## src/rtl/multiplier_booth_seq_if.sv

```systemverilog
// rtl/multiplier_booth_seq_if.sv - operand/product handshake bundle for the sequential Booth multiplier
interface multiplier_booth_seq_if #(
    parameter int WIDTH = 8
);
    logic                 in_valid;
    logic                 in_ready;
    logic [WIDTH-1:0]     a;
    logic [WIDTH-1:0]     b;
    logic                 signed_mode;
    logic                 out_valid;
    logic                 out_ready;
    logic [2*WIDTH-1:0]   product;
    logic                 busy;

    modport master (
        output in_valid, a, b, signed_mode, out_ready,
        input  in_ready, out_valid, product, busy
    );

    modport slave (
        input  in_valid, a, b, signed_mode, out_ready,
        output in_ready, out_valid, product, busy
    );
endinterface

```

## src/rtl/multiplier_booth_seq.sv

```systemverilog
// rtl/multiplier_booth_seq.sv - radix-4 Booth multiplier, one digit per cycle through a single adder
module multiplier_booth_seq #(
    parameter int WIDTH = 8
) (
    input  logic                   clk,
    input  logic                   rst_n,
    multiplier_booth_seq_if.slave  bus
);
    localparam int NSTEP = WIDTH / 2 + 1;
    localparam int XW    = WIDTH + 2;
    localparam int CW    = $clog2(NSTEP + 1);
    localparam logic [CW-1:0] LAST = CW'(NSTEP - 1);

    localparam logic [1:0] S_IDLE = 2'd0;
    localparam logic [1:0] S_CALC = 2'd1;
    localparam logic [1:0] S_DONE = 2'd2;

    logic [1:0]         state;
    logic [CW-1:0]      cnt;
    logic [XW-1:0]      mcand;
    logic [2*XW-1:0]    acc;
    logic               prev;
    logic [2*WIDTH-1:0] product_q;

    logic [2:0]         trip;
    logic [XW+1:0]      a_ext;
    logic [XW+1:0]      sel;
    logic [XW+1:0]      sum;
    logic [2*XW+1:0]    wide;
    logic [2*XW-1:0]    acc_next;
    logic [XW-1:0]      a_cap;
    logic [XW-1:0]      b_cap;

    // Two guard bits on the adder so +-2A never overflows before the shift.
    always_comb begin
        trip  = {acc[1:0], prev};
        a_ext = {{2{mcand[XW-1]}}, mcand};
        sel   = '0;
        case (trip)
            3'b001, 3'b010: sel = a_ext;
            3'b011:         sel = a_ext << 1;
            3'b100:         sel = -(a_ext << 1);
            3'b101, 3'b110: sel = -a_ext;
            default:        sel = '0;
        endcase
        sum      = {{2{acc[2*XW-1]}}, acc[2*XW-1:XW]} + sel;
        wide     = {sum, acc[XW-1:0]};
        acc_next = wide[2*XW+1:2];
    end

    always_comb begin
        a_cap = bus.signed_mode ? {{2{bus.a[WIDTH-1]}}, bus.a} : {2'b00, bus.a};
        b_cap = bus.signed_mode ? {{2{bus.b[WIDTH-1]}}, bus.b} : {2'b00, bus.b};
    end

    always_ff @(posedge clk) begin
        if (!rst_n) begin
            state     <= S_IDLE;
            cnt       <= '0;
            mcand     <= '0;
            acc       <= '0;
            prev      <= 1'b0;
            product_q <= '0;
        end else begin
            case (state)
                S_IDLE: begin
                    if (bus.in_valid) begin
                        mcand <= a_cap;
                        acc   <= {{XW{1'b0}}, b_cap};
                        prev  <= 1'b0;
                        cnt   <= '0;
                        state <= S_CALC;
                    end
                end
                S_CALC: begin
                    acc  <= acc_next;
                    prev <= acc[1];
                    cnt  <= cnt + 1'b1;
                    if (cnt == LAST) begin
                        product_q <= acc_next[2*WIDTH-1:0];
                        cnt       <= '0;
                        state     <= S_DONE;
                    end
                end
                S_DONE: begin
                    if (bus.out_ready) begin
                        state <= S_IDLE;
                    end
                end
                default: state <= S_IDLE;
            endcase
        end
    end

    assign bus.in_ready  = (state == S_IDLE);
    assign bus.out_valid = (state == S_DONE);
    assign bus.busy      = (state != S_IDLE);
    assign bus.product   = product_q;
endmodule

```

## src/flat_wrapper.sv

```systemverilog
// flat-port wrapper written by rule: the top's interface ports become plain ports
module multiplier_booth_seq_flat 
#(
    parameter int WIDTH = 8
)
  (clk, rst_n, bus_in_valid, bus_a, bus_b, bus_signed_mode, bus_out_ready, bus_in_ready, bus_out_valid, bus_product, bus_busy);
  multiplier_booth_seq_if #(.WIDTH(WIDTH)) bus_i ();
  input  logic clk;
  input  logic rst_n;
  input wire logic [$bits(bus_i.in_valid)-1:0] bus_in_valid;
  input wire logic [$bits(bus_i.a)-1:0] bus_a;
  input wire logic [$bits(bus_i.b)-1:0] bus_b;
  input wire logic [$bits(bus_i.signed_mode)-1:0] bus_signed_mode;
  input wire logic [$bits(bus_i.out_ready)-1:0] bus_out_ready;
  output wire logic [$bits(bus_i.in_ready)-1:0] bus_in_ready;
  output wire logic [$bits(bus_i.out_valid)-1:0] bus_out_valid;
  output wire logic [$bits(bus_i.product)-1:0] bus_product;
  output wire logic [$bits(bus_i.busy)-1:0] bus_busy;
  assign bus_i.in_valid = bus_in_valid;
  assign bus_i.a = bus_a;
  assign bus_i.b = bus_b;
  assign bus_i.signed_mode = bus_signed_mode;
  assign bus_i.out_ready = bus_out_ready;
  assign bus_in_ready = bus_i.in_ready;
  assign bus_out_valid = bus_i.out_valid;
  assign bus_product = bus_i.product;
  assign bus_busy = bus_i.busy;
  multiplier_booth_seq #(.WIDTH(WIDTH)) u_core (.clk(clk), .rst_n(rst_n), .bus(bus_i));
endmodule
```

## config.mk

```make
export PLATFORM = sky130hd
export DESIGN_NAME = multiplier_booth_seq_flat
export DESIGN_NICKNAME = d
export VERILOG_FILES = /design/src/rtl/multiplier_booth_seq_if.sv /design/src/rtl/multiplier_booth_seq.sv /design/src/flat_wrapper.sv
export SDC_FILE = /design/constraint.sdc
export NUM_CORES = 1
export LEC_CHECK = 0
export ABC_CLOCK_PERIOD_IN_PS = 4820
export CAP_MARGIN = 40
export CORE_ASPECT_RATIO = 1.75
export CORE_MARGIN = 2
export CORE_UTILIZATION = 34
export CTS_BUF_LIST = sky130_fd_sc_hd__clkbuf_16
export DETAILED_ROUTE_END_ITERATION = 12
export GPL_TIMING_DRIVEN = 0
export SLEW_MARGIN = 20
export SYNTH_ARGS = -nofsm -noshare
export SYNTH_HDL_FRONTEND = slang
export SYNTH_SLANG_ARGS = --single-unit
```

## constraint.sdc

```tcl
create_clock -name clk -period 4.82 [get_ports clk]
set_clock_uncertainty 0.05 [all_clocks]
set_input_delay 1.205 -clock clk [delete_from_list [all_inputs] [get_ports clk]]
set_output_delay 1.205 -clock clk [all_outputs]
set_load 0.02 [all_outputs]
```

## Word-level counts from Yosys, hierarchy flattened

Index checks and enable logic that the tools add are counted.
Widths: inputs -> output; s select.

| word-level totals | value |
|---|---|
| bits of input ports | 21 |
| bits in registers | 52 |
| memory bits (writable) | 0 |
| output and inout port bits | 19 |
| word-level logic and storage cells | 45 |
| memories | 0 |
| latch bits | 0 |
| memory bits (read-only) | 0 |

| cells by class | value |
|---|---|
| divide/modulo/power cells | 0 |
| shifts and indexed selects | 0 |
| reduce and logical (&&, ||, !) cells | 9 |
| equal/unequal tests | 12 |
| bitwise logic cells | 0 |
| $lt $le $gt $ge | 0 |
| $add $sub $neg | 4 |
| muxes and demuxes | 14 |
| multipliers | 0 |

Operators with widths:

| cell | count |
|---|---|
| $pmux 12 s4 | 1 |
| $pmux 20 s2 | 1 |
| $neg 12->12 | 2 |
| $mux 10 | 2 |
| $mux 20 | 1 |
| $add 12x12->12 | 1 |
| $eq 3x3->1 const B | 4 |
| $eq 3x2->1 const B | 2 |
| $mux 2 | 3 |
| $mux 3 | 2 |
| $pmux 2 s3 | 1 |
| $pmux 3 s2 | 1 |
| $reduce_and 2->1 | 3 |
| $ne 2x2->1 const B | 2 |
| $reduce_bool 2->1 | 2 |
| $reduce_or 2->1 | 2 |
| $add 3x1->3 const B | 1 |
| $eq 3x1->1 const B | 1 |
| $reduce_and 3->1 | 1 |
| $eq 2x1->1 const B | 1 |
| $eq 2x2->1 const B | 1 |
| $logic_not 2->1 | 1 |
| $ne 2x1->1 const B | 1 |
| $pmux 1 s2 | 1 |
| $mux 1 | 1 |

## Longest topological paths before layout

Gate-level depths: netlist of the first run.

| logic depth | value |
|---|---|
| depth after elaboration | 5 |
| gate-level depth with buffers | 17 |
| gate-level depth less buffers | 17 |

## Worst setup path before layout of the first run

No wires, ideal clock.

| path | value |
|---|---|
| kind | reg-to-reg |
| start point | register u_core.mcand[0] |
| end point | register u_core.acc[19] |
| buffers on the path | 0 |
| stages on the path, launching flop included | 18 |
| setup time | 0.074 ns |
| arrival | 3.082 ns |
| required time | 4.696 ns |
| slack | 1.613 ns |
| clock period less this slack | 3.207 ns |
| path through | dfxtp_1 -> inv_1 -> ha_1 -> nor3b_2 -> nand2_1 -> xnor2_1 -> nand2_1 -> o21ai_0 -> o21ai_0 -> a21o_1 -> ha_1 -> a21oi_1 -> nand2b_1 -> o2111ai_1 -> a21oi_2 -> xnor2_2 -> or3_1 -> a31oi_1 |

| on the way | value |
|---|---|
| word-level cells in the longest chain between the ends | 4 |
| elaborated cells between the ends (all ways) | 5 |
| classes of those cells | add/sub: 3; mux: 2 |

RTL lines:

| element | RTL line | text |
|---|---|---|
| from (decl) | multiplier_booth_seq.sv:20 | `logic [XW-1:0] mcand;` |
| from (signal assigned) | multiplier_booth_seq.sv:68 | `mcand <= a_cap;` |
| $neg 12->12 (on tied branches) | multiplier_booth_seq.sv:43, multiplier_booth_seq.sv:42 |  |
| $pmux 12 s4 * | multiplier_booth_seq.sv:39 | `case (trip)` |
| $add 12x12->12 * | multiplier_booth_seq.sv:46 | `sum = {{2{acc[2*XW-1]}}, acc[2*XW-1:XW]} + sel;` |
| $pmux 20 s2 * | multiplier_booth_seq.sv:65 | `case (state)` |
| to (signal assigned) | multiplier_booth_seq.sv:69 | `acc <= {{XW{1'b0}}, b_cap};` |
| to (signal assigned) | multiplier_booth_seq.sv:76 | `acc <= acc_next;` |
| to (decl) | multiplier_booth_seq.sv:21 | `logic [2*XW-1:0] acc;` |

Every way passes the cells marked *; elsewhere a longest branch is shown, timed or not.
A chain may end at the register's enable or synchronous reset.

## Final worst setup path of the first run

Ends and elaborated chain as after synthesis.

==> impl_metrics.csv, run 1 <==
group,metric,value,unit
logic_synthesis,netlist_top_cells_area,"dfxtp_1 (33%), nand2_1 (10%), a21oi_1 (7.9%)",
power_and_ir_drop,power_frac_comb,23.2,%
clocking,clk_pin_slew,70,ps
placement,routabilityCongestion,0.883,
timing,hold_violations,0,
timing,fmax,259,MHz
cells_and_area,multi_input_area,0.00189,mm²
logic_synthesis,synth_edf_count,0,
worst_setup_path,critical_path_cell_count,17,
power_and_ir_drop,pwr-share-clk,34.8,%
floorplan,fp.dieH,131,µm
clocking,clock_path_buffers,2,
worst_setup_path,rr_endpoint,"u_core.acc[19]",
detailed_routing,drt_iter0_drc,176,
timing,tightestPinTransition,583,ps
grt,grt_pass1_vias,2899,
worst_setup_path,worst-path-buf-inv,1,
grt,antenna_found_initial,0,
cells_and_area,seqCellArea,0.00102,mm²
timing,fin_crit_sh,80.1,%
floorplan,ioPinCount,40,
worst_setup_path,reg2reg_from,"u_core.mcand[0]",
worst_setup_path,crit_path_top_delay_cell,"nor3b_2",
cells_and_area,nFillCells,953,
worst_setup_path,endpoint,"u_core.acc[19]",
cells_and_area,syn2layout_area_growth,22.1,%
placement,port_buffers,39,
clocking,htree_levels,2,
floorplan,initial_core_util,34.7,%
floorplan,die-area,0.00996,mm²
clocking,holdBufCountCts,0,
worst_setup_path,rrSetupSlack,960,ps
timing,slew_headroom,61.2,%
cells_and_area,diodes,0,
detailed_routing,route.vias.total,2969,
logic_synthesis,seq_area_frac_synth,32.8,%
logic_synthesis,yosys_warnings,0,
clocking,cts_setup_buffers,0,
run_status,status,"completed",
worst_setup_path,crit_type,"reg2reg",
power_and_ir_drop,intPower,737,µW
detailed_routing,first_pass_iters,4,
power_and_ir_drop,power_switching,339,µW
timing,setup_viol,0,
power_and_ir_drop,p_sw_share,31.5,%
worst_setup_path,r2r_cells,17,
logic_synthesis,synth_top_area_share,32.8,%
timing,fin_crit,3860,ps
detailed_routing,postRouteAntennaNets,0,
worst_setup_path,cp-start-kind,"flip-flop",
power_and_ir_drop,ir_drop,0.276,mV
worst_hold_path,hold_path.class,"reg2reg",
worst_setup_path,crit_chain,"inv_1, ha_1, nor3b_2, nand2_1, xnor2_1, nand2_1, o21ai_0, o21ai_0, a21o_1, ha_1, a21oi_1, nand2b_1, o2111ai_1, a21oi_2, xnor2_2, or3_1, a31oi_1",
clocking,post_cts_resized,0,
logic_synthesis,synth_area,0.00311,mm²
floorplan,coreArea,0.00898,mm²
worst_setup_path,slowest_delay,490,ps
floorplan,die_w,76.3,µm
worst_setup_path,cp-startpoint,"u_core.mcand[0]",
worst_setup_path,critical-path-top-delay-family,"compound AO/OA/AOI/OAI gates",
power_and_ir_drop,power_density,283,mW/mm²
worst_setup_path,crit_fanout,6,
clocking,cts_tree,"built",
logic_synthesis,syn_nets,442,
timing,tns,0,ps
logic_synthesis,syn_inst,406,
grt,overflow,0,
clocking,clock_sinks,51,
detailed_routing,wl_per_cell,15.8,µm
logic_synthesis,yosys.area.top_type,"dfxtp_1",
clocking,numCtsBuffers,5,
logic_synthesis,yosysUniqueCellTypes,53,
cells_and_area,drive_above_1_share,7.73,%
timing,drv_slew,0,
worst_setup_path,arrival,4040,ps
floorplan,rows,46,
grt,grt_usage,18.4,%
logic_synthesis,synth-main-ff-cell,"dfxtp_1",
logic_synthesis,avgSynthCellArea,7.66,µm²
power_and_ir_drop,p_leak,1.42,nW
detailed_routing,drc,0,
grt,grt_max_degree,18,
clocking,worstSkewPairLatency,300,ps
detailed_routing,finalWirelength,9.06,mm
placement,dp_hpwl,6.95,mm
power_and_ir_drop,total_power,1.08,mW
timing,rsz0062_at_grt,"false",
worst_setup_path,required,5000,ps
cells_and_area,final_nets,488,
worst_setup_path,end_kind,"flip-flop",
power_and_ir_drop,seqPwrFrac,42.0,%
worst_hold_path,hold_depth,2,
run,drv_cap,0,
grt,grt_pass1_wl,14.5,mm
logic_synthesis,synth-seq-cells,51,
logic_synthesis,async_flop_share,0,%
clocking,root_buffer,"clkbuf_16",
detailed_routing,vias_per_cell,5.18,
[flip-flops by register name, summed over array words and instances (netlist names)]
name	count
u_core.acc	20
u_core.bus.product	16
u_core.cnt	3
u_core.mcand	9
u_core.prev	1
u_core.state	2
[cell type report]
class / instances / area share, %
Clock inverter: 3 / 0.593
Multi-Input combinational cell: 312 / 49.8
Clock buffer: 5 / 3.29
Buffer: 30 / 3.92
Timing Repair Buffer: 39 / 10.3
Inverter: 13 / 1.28
Sequential cell: 51 / 26.9
Tap cell: 120 / 3.95
[through the flow]
stage	area (µm²)	setup slack [ps]	util (%)	hold WS [ps]	cells
after floorplan	3110	1610	-	394	406
after global placement	3650	1170	40.7	397	565
after detailed placement	3650	1050	40.7	402	565
after CTS	3800	1010	42.3	416	573
after global routing	3800	669	42.3	431	573
final	3800	960	42.3	410	573
[logic make-up after synthesis]
| group | Yosys count | synth area share [%] |
|---|---|---|
| muxes | 7 | 3.10 |
| DFF | 51 | 32.8 |
| buffers and inverters | 43 | 6.35 |
| and+or+nand+nor | 160 | 24.2 |
| xor gates and xnor gates | 16 | 4.74 |
| adders and majority gates | 15 | 6.27 |
| AOI/OAI and AO/OA | 114 | 22.5 |
[placed cells by master (no fill, tap or decap), types with 8 or more instances in the layout]
master	synthesis	final
a21oi_1	49	49
o21ai_0	17	17
nand3_1	18	18
inv_1	13	13
ha_1	14	14
xnor2_1	10	10
nand2_1	86	86
nor2_1	23	23
a211oi_1	8	8
dfxtp_1	51	51
clkbuf_1	15	15
clkdlybuf4s50_1	0	39
[per-layer routing]
layer  vias to the layer above  routed length [µm]  track usage [%]
met5                         -                   0                0
met4                         0                 208             7.81
met3                        12                 250             2.13
met2                        54                5070             37.0
met1                      1400                3530             19.0
li1                       1503                   -                -
[power by group through the flow]
stage	Sequential, mW	Clock, mW	Combinational [mW]
after detailed placement	0.462	0	0.247
after floorplan	0.458	0	0.176
final	0.452	0.374	0.250
after global placement	0.461	0	0.243
after global routing	0.454	0.396	0.273
after CTS	0.452	0.383	0.249
[worst register-to-register path, cell delays in order (launching register included)]
cell and delay, ps:
dfxtp_1 380, inv_1 100, ha_1 180, nor3b_2 490, nand2_1 140, xnor2_1 220
nand2_1 70, o21ai_0 110, o21ai_0 110, a21o_1 230, ha_1 340, a21oi_1 230
nand2b_1 120, o2111ai_1 320, a21oi_2 120, xnor2_2 160, or3_1 310, a31oi_1 130
[synthesized netlist by cell type, drive strengths merged (2+ instances only)]
| master | instances |
|---|---|
| nand2 | 87 |
| a21oi | 51 |
| dfxtp | 51 |
| nor2 | 23 |
| o21ai | 21 |
| nand3 | 19 |
| clkbuf | 16 |
| buf | 14 |
| ha | 14 |
| inv | 13 |
| xnor2 | 11 |
| a211oi | 8 |
| a311oi | 7 |
| nand2b | 7 |
| a31oi | 6 |
| a21o | 5 |
| xor2 | 5 |
| and2 | 4 |
| mux2i | 4 |
| nor2b | 4 |
| nor3 | 4 |
| and3 | 3 |
| o211ai | 3 |
| a221oi | 2 |
| mux4 | 2 |
| nor4 | 2 |
| o21a | 2 |
| o311ai | 2 |
| o31ai | 2 |
| or3 | 2 |
[how the worst min path moves through the flow]
stage,endpoint,start,slack (ps)
after floorplan,u_core.acc[18],u_core.acc[18],390
after global placement,u_core.bus.product[11],u_core.bus.product[11],400
after detailed placement,u_core.bus.product[6],u_core.bus.product[6],400
after CTS,u_core.bus.product[10],u_core.bus.product[10],420
after global routing,u_core.bus.product[0],u_core.bus.product[0],430
final,u_core.bus.product[10],u_core.bus.product[10],410
(Power assumes the default switching activity.)
==> inputs of run 2 (changes only) <==
--- a/config.mk
+++ b/config.mk
@@ -5,7 +5,7 @@
 export SDC_FILE = /design/constraint.sdc
 export NUM_CORES = 1
 export LEC_CHECK = 0
-export ABC_CLOCK_PERIOD_IN_PS = 4820
+export ABC_CLOCK_PERIOD_IN_PS = 3500
 export CAP_MARGIN = 40
 export CORE_ASPECT_RATIO = 1.75
 export CORE_MARGIN = 2
==> constraint.sdc (replaced) <==
create_clock -name clk -period 3.5 [get_ports clk]
set_clock_uncertainty 0.05 [all_clocks]
set_input_delay 0.875 -clock clk [delete_from_list [all_inputs] [get_ports clk]]
set_output_delay 0.875 -clock clk [all_outputs]
set_load 0.02 [all_outputs]
==> run 2 against run 1 <==
  * Highest routed layer unchanged
  * First-iteration DRC count decreased by 5.7%
  * Register-to-register slack got worse by 800 ps
  * Final area increased by 1.6%
  * Global-route usage about the same
  * Fmax increased by 16%
==> impl_metrics.csv, run 2 (synthesized netlist as in run 1, its figures left out) <==
group,metric,value,unit
run_status,status,"completed",
worst_setup_path,required,3670,ps
detailed_routing,drc,0,
placement,port_buffers,39,
cells_and_area,syn2layout_area_growth,24.1,%
cells_and_area,layout_common_cells,"nand2_1 (86), dfxtp_1 (49), a21oi_1 (48)",
worst_setup_path,arrival,3510,ps
cells_and_area,top_register,"u_core.acc",
clocking,worstSkewPairLatency,300,ps
detailed_routing,first_pass_iters,5,
cells_and_area,largest_reg_flops,20,
timing,fmax,300,MHz
clocking,numCtsBuffers,5,
timing,drv_slew,0,
cells_and_area,final_common_cell,"nand2_1",
clocking,holdBufCountCts,0,
floorplan,initial_core_util,34.7,%
floorplan,ioPinCount,40,
clocking,root_buffer,"clkbuf_16",
clocking,clock_sinks,51,
timing,hold_violations,0,
detailed_routing,wl_per_cell,15.8,µm
cells_and_area,multi_input_area,0.00193,mm²
floorplan,fp.dieH,131,µm
placement,dp_hpwl,6.95,mm
timing,setup_viol,0,
detailed_routing,route.vias.total,2997,
floorplan,die-area,0.00996,mm²
detailed_routing,postRouteAntennaNets,0,
worst_setup_path,end_kind,"flip-flop",
detailed_routing,finalWirelength,9.07,mm
run,drv_cap,0,
worst_setup_path,cp-start-kind,"flip-flop",
grt,grt_usage,18.4,%
grt,grt_pass1_wl,14.5,mm
timing,slew_headroom,61.4,%
worst_hold_path,hold_path.class,"reg2reg",
clocking,htree_levels,2,
cells_and_area,design_area,0.00386,mm²
cells_and_area,diodes,0,
timing,fin_worst_hold_slack,411,ps
timing,rsz0062_at_grt,"true",
detailed_routing,vias_per_cell,5.21,
grt,grt_max_degree,18,
grt,overflow,0,
timing,setup_slack,164,ps
power_and_ir_drop,ir_drop,0.379,mV
clocking,clock_path_buffers,2,
worst_setup_path,crit_fanout,8,
timing,fin_crit_sh,95.3,%
cells_and_area,final_core_utilization,43.0,%
cells_and_area,drive_above_1_share,10.3,%
floorplan,rows,46,
power_and_ir_drop,power_density,388,mW/mm²
floorplan,coreArea,0.00898,mm²
placement,dpl-instance-area,0.00365,mm²
placement,routabilityCongestion,0.883,
cells_and_area,nFillCells,944,
clocking,cts_tree,"built",
placement,pre_cts_ws,-272,ps
cells_and_area,seqCellArea,0.00102,mm²
cells_and_area,final_nets,490,
clocking,clk_pin_slew,80,ps
timing,tightestPinTransition,579,ps
detailed_routing,drt_iter0_drc,166,
floorplan,die_w,76.3,µm
grt,grt_pass1_vias,2920,
worst_setup_path,crit_type,"reg2reg",
power_and_ir_drop,p_leak,1.44,nW
grt,antenna_found_initial,0,
timing,fin_crit,3340,ps
## run 2: area by class of cell
| cell class | instances | area share, % |
|---|---|---|
| plain buffers | 30 | 3.92 |
| clock inverters | 3 | 0.583 |
| clock buffers | 5 | 3.24 |
| well taps | 120 | 3.89 |
| repair buffers | 41 | 10.5 |
| multi-input cells | 312 | 50.1 |
| inverters | 13 | 1.26 |
| flip-flops and latches | 51 | 26.5 |
## run 2: report_power, final
part	switching [mW]	internal, mW
Clock	0.245	0.270
Sequential	0.0192	0.604
Combinational	0.208	0.151
## run 2: final timing paths
kind	depth (start not counted)	endpoint	start	slack [ps]
setup / recovery	14	u_core.acc[19]	u_core.mcand[4]	160
hold / removal	2	u_core.bus.product[8]	u_core.bus.product[8]	410
setup reg to reg	14	u_core.acc[19]	u_core.mcand[4]	160
hold reg to reg	2	u_core.bus.product[8]	u_core.bus.product[8]	410
## run 2: through the flow
| step | setup TNS, ps | power (mW) | cells |
|---|---|---|---|
| final | 0 | 1.50 | 575 |
| after detailed placement | -409 | 0.976 | 565 |
| after CTS | 0 | 1.50 | 574 |
| after global placement | -172 | 0.971 | 565 |
| after floorplan | 0 | 0.873 | 406 |
| after global routing | -24.5 | 1.56 | 575 |
## run 2: per-layer routing
| metal | global-route usage (%) | wire length [µm] |
|---|---|---|
| met5 | 0 | 0 |
| met4 | 7.81 | 274 |
| met3 | 2.13 | 251 |
| met2 | 37.1 | 5030 |
| met1 | 19.0 | 3520 |
## run 2: what timing repair did
item                                    4_1_cts  5_1_grt
pin swaps                                     0        2
gates resized for setup                       3       11
buffers inserted                              1        1
endpoints found under the setup margin        4        8
## run 2: worst max-delay path: stages, from the launching register on
cell and delay [ps]:
dfxtp_1 310, buf_6 140, nor4_4 560, nand2_4 100
xnor2_1 230, nand2_1 80, nand3_1 80, o21ai_0 130
ha_1 370, a21o_1 240, nor3_1 230, a21oi_2 120
xnor2_2 160, or3_1 310, a31oi_1 130
==> inputs of run 3 (changes only) <==
--- a/config.mk
+++ b/config.mk
@@ -11,6 +11,7 @@
 export CORE_MARGIN = 2
 export CORE_UTILIZATION = 34
 export CTS_BUF_LIST = sky130_fd_sc_hd__clkbuf_16
+export CTS_CLUSTER_SIZE = 24
 export DETAILED_ROUTE_END_ITERATION = 12
 export GPL_TIMING_DRIVEN = 0
 export SLEW_MARGIN = 20
==> results of run 3 <==
The final DEF is identical to that of run 2; final timing and power are the same.
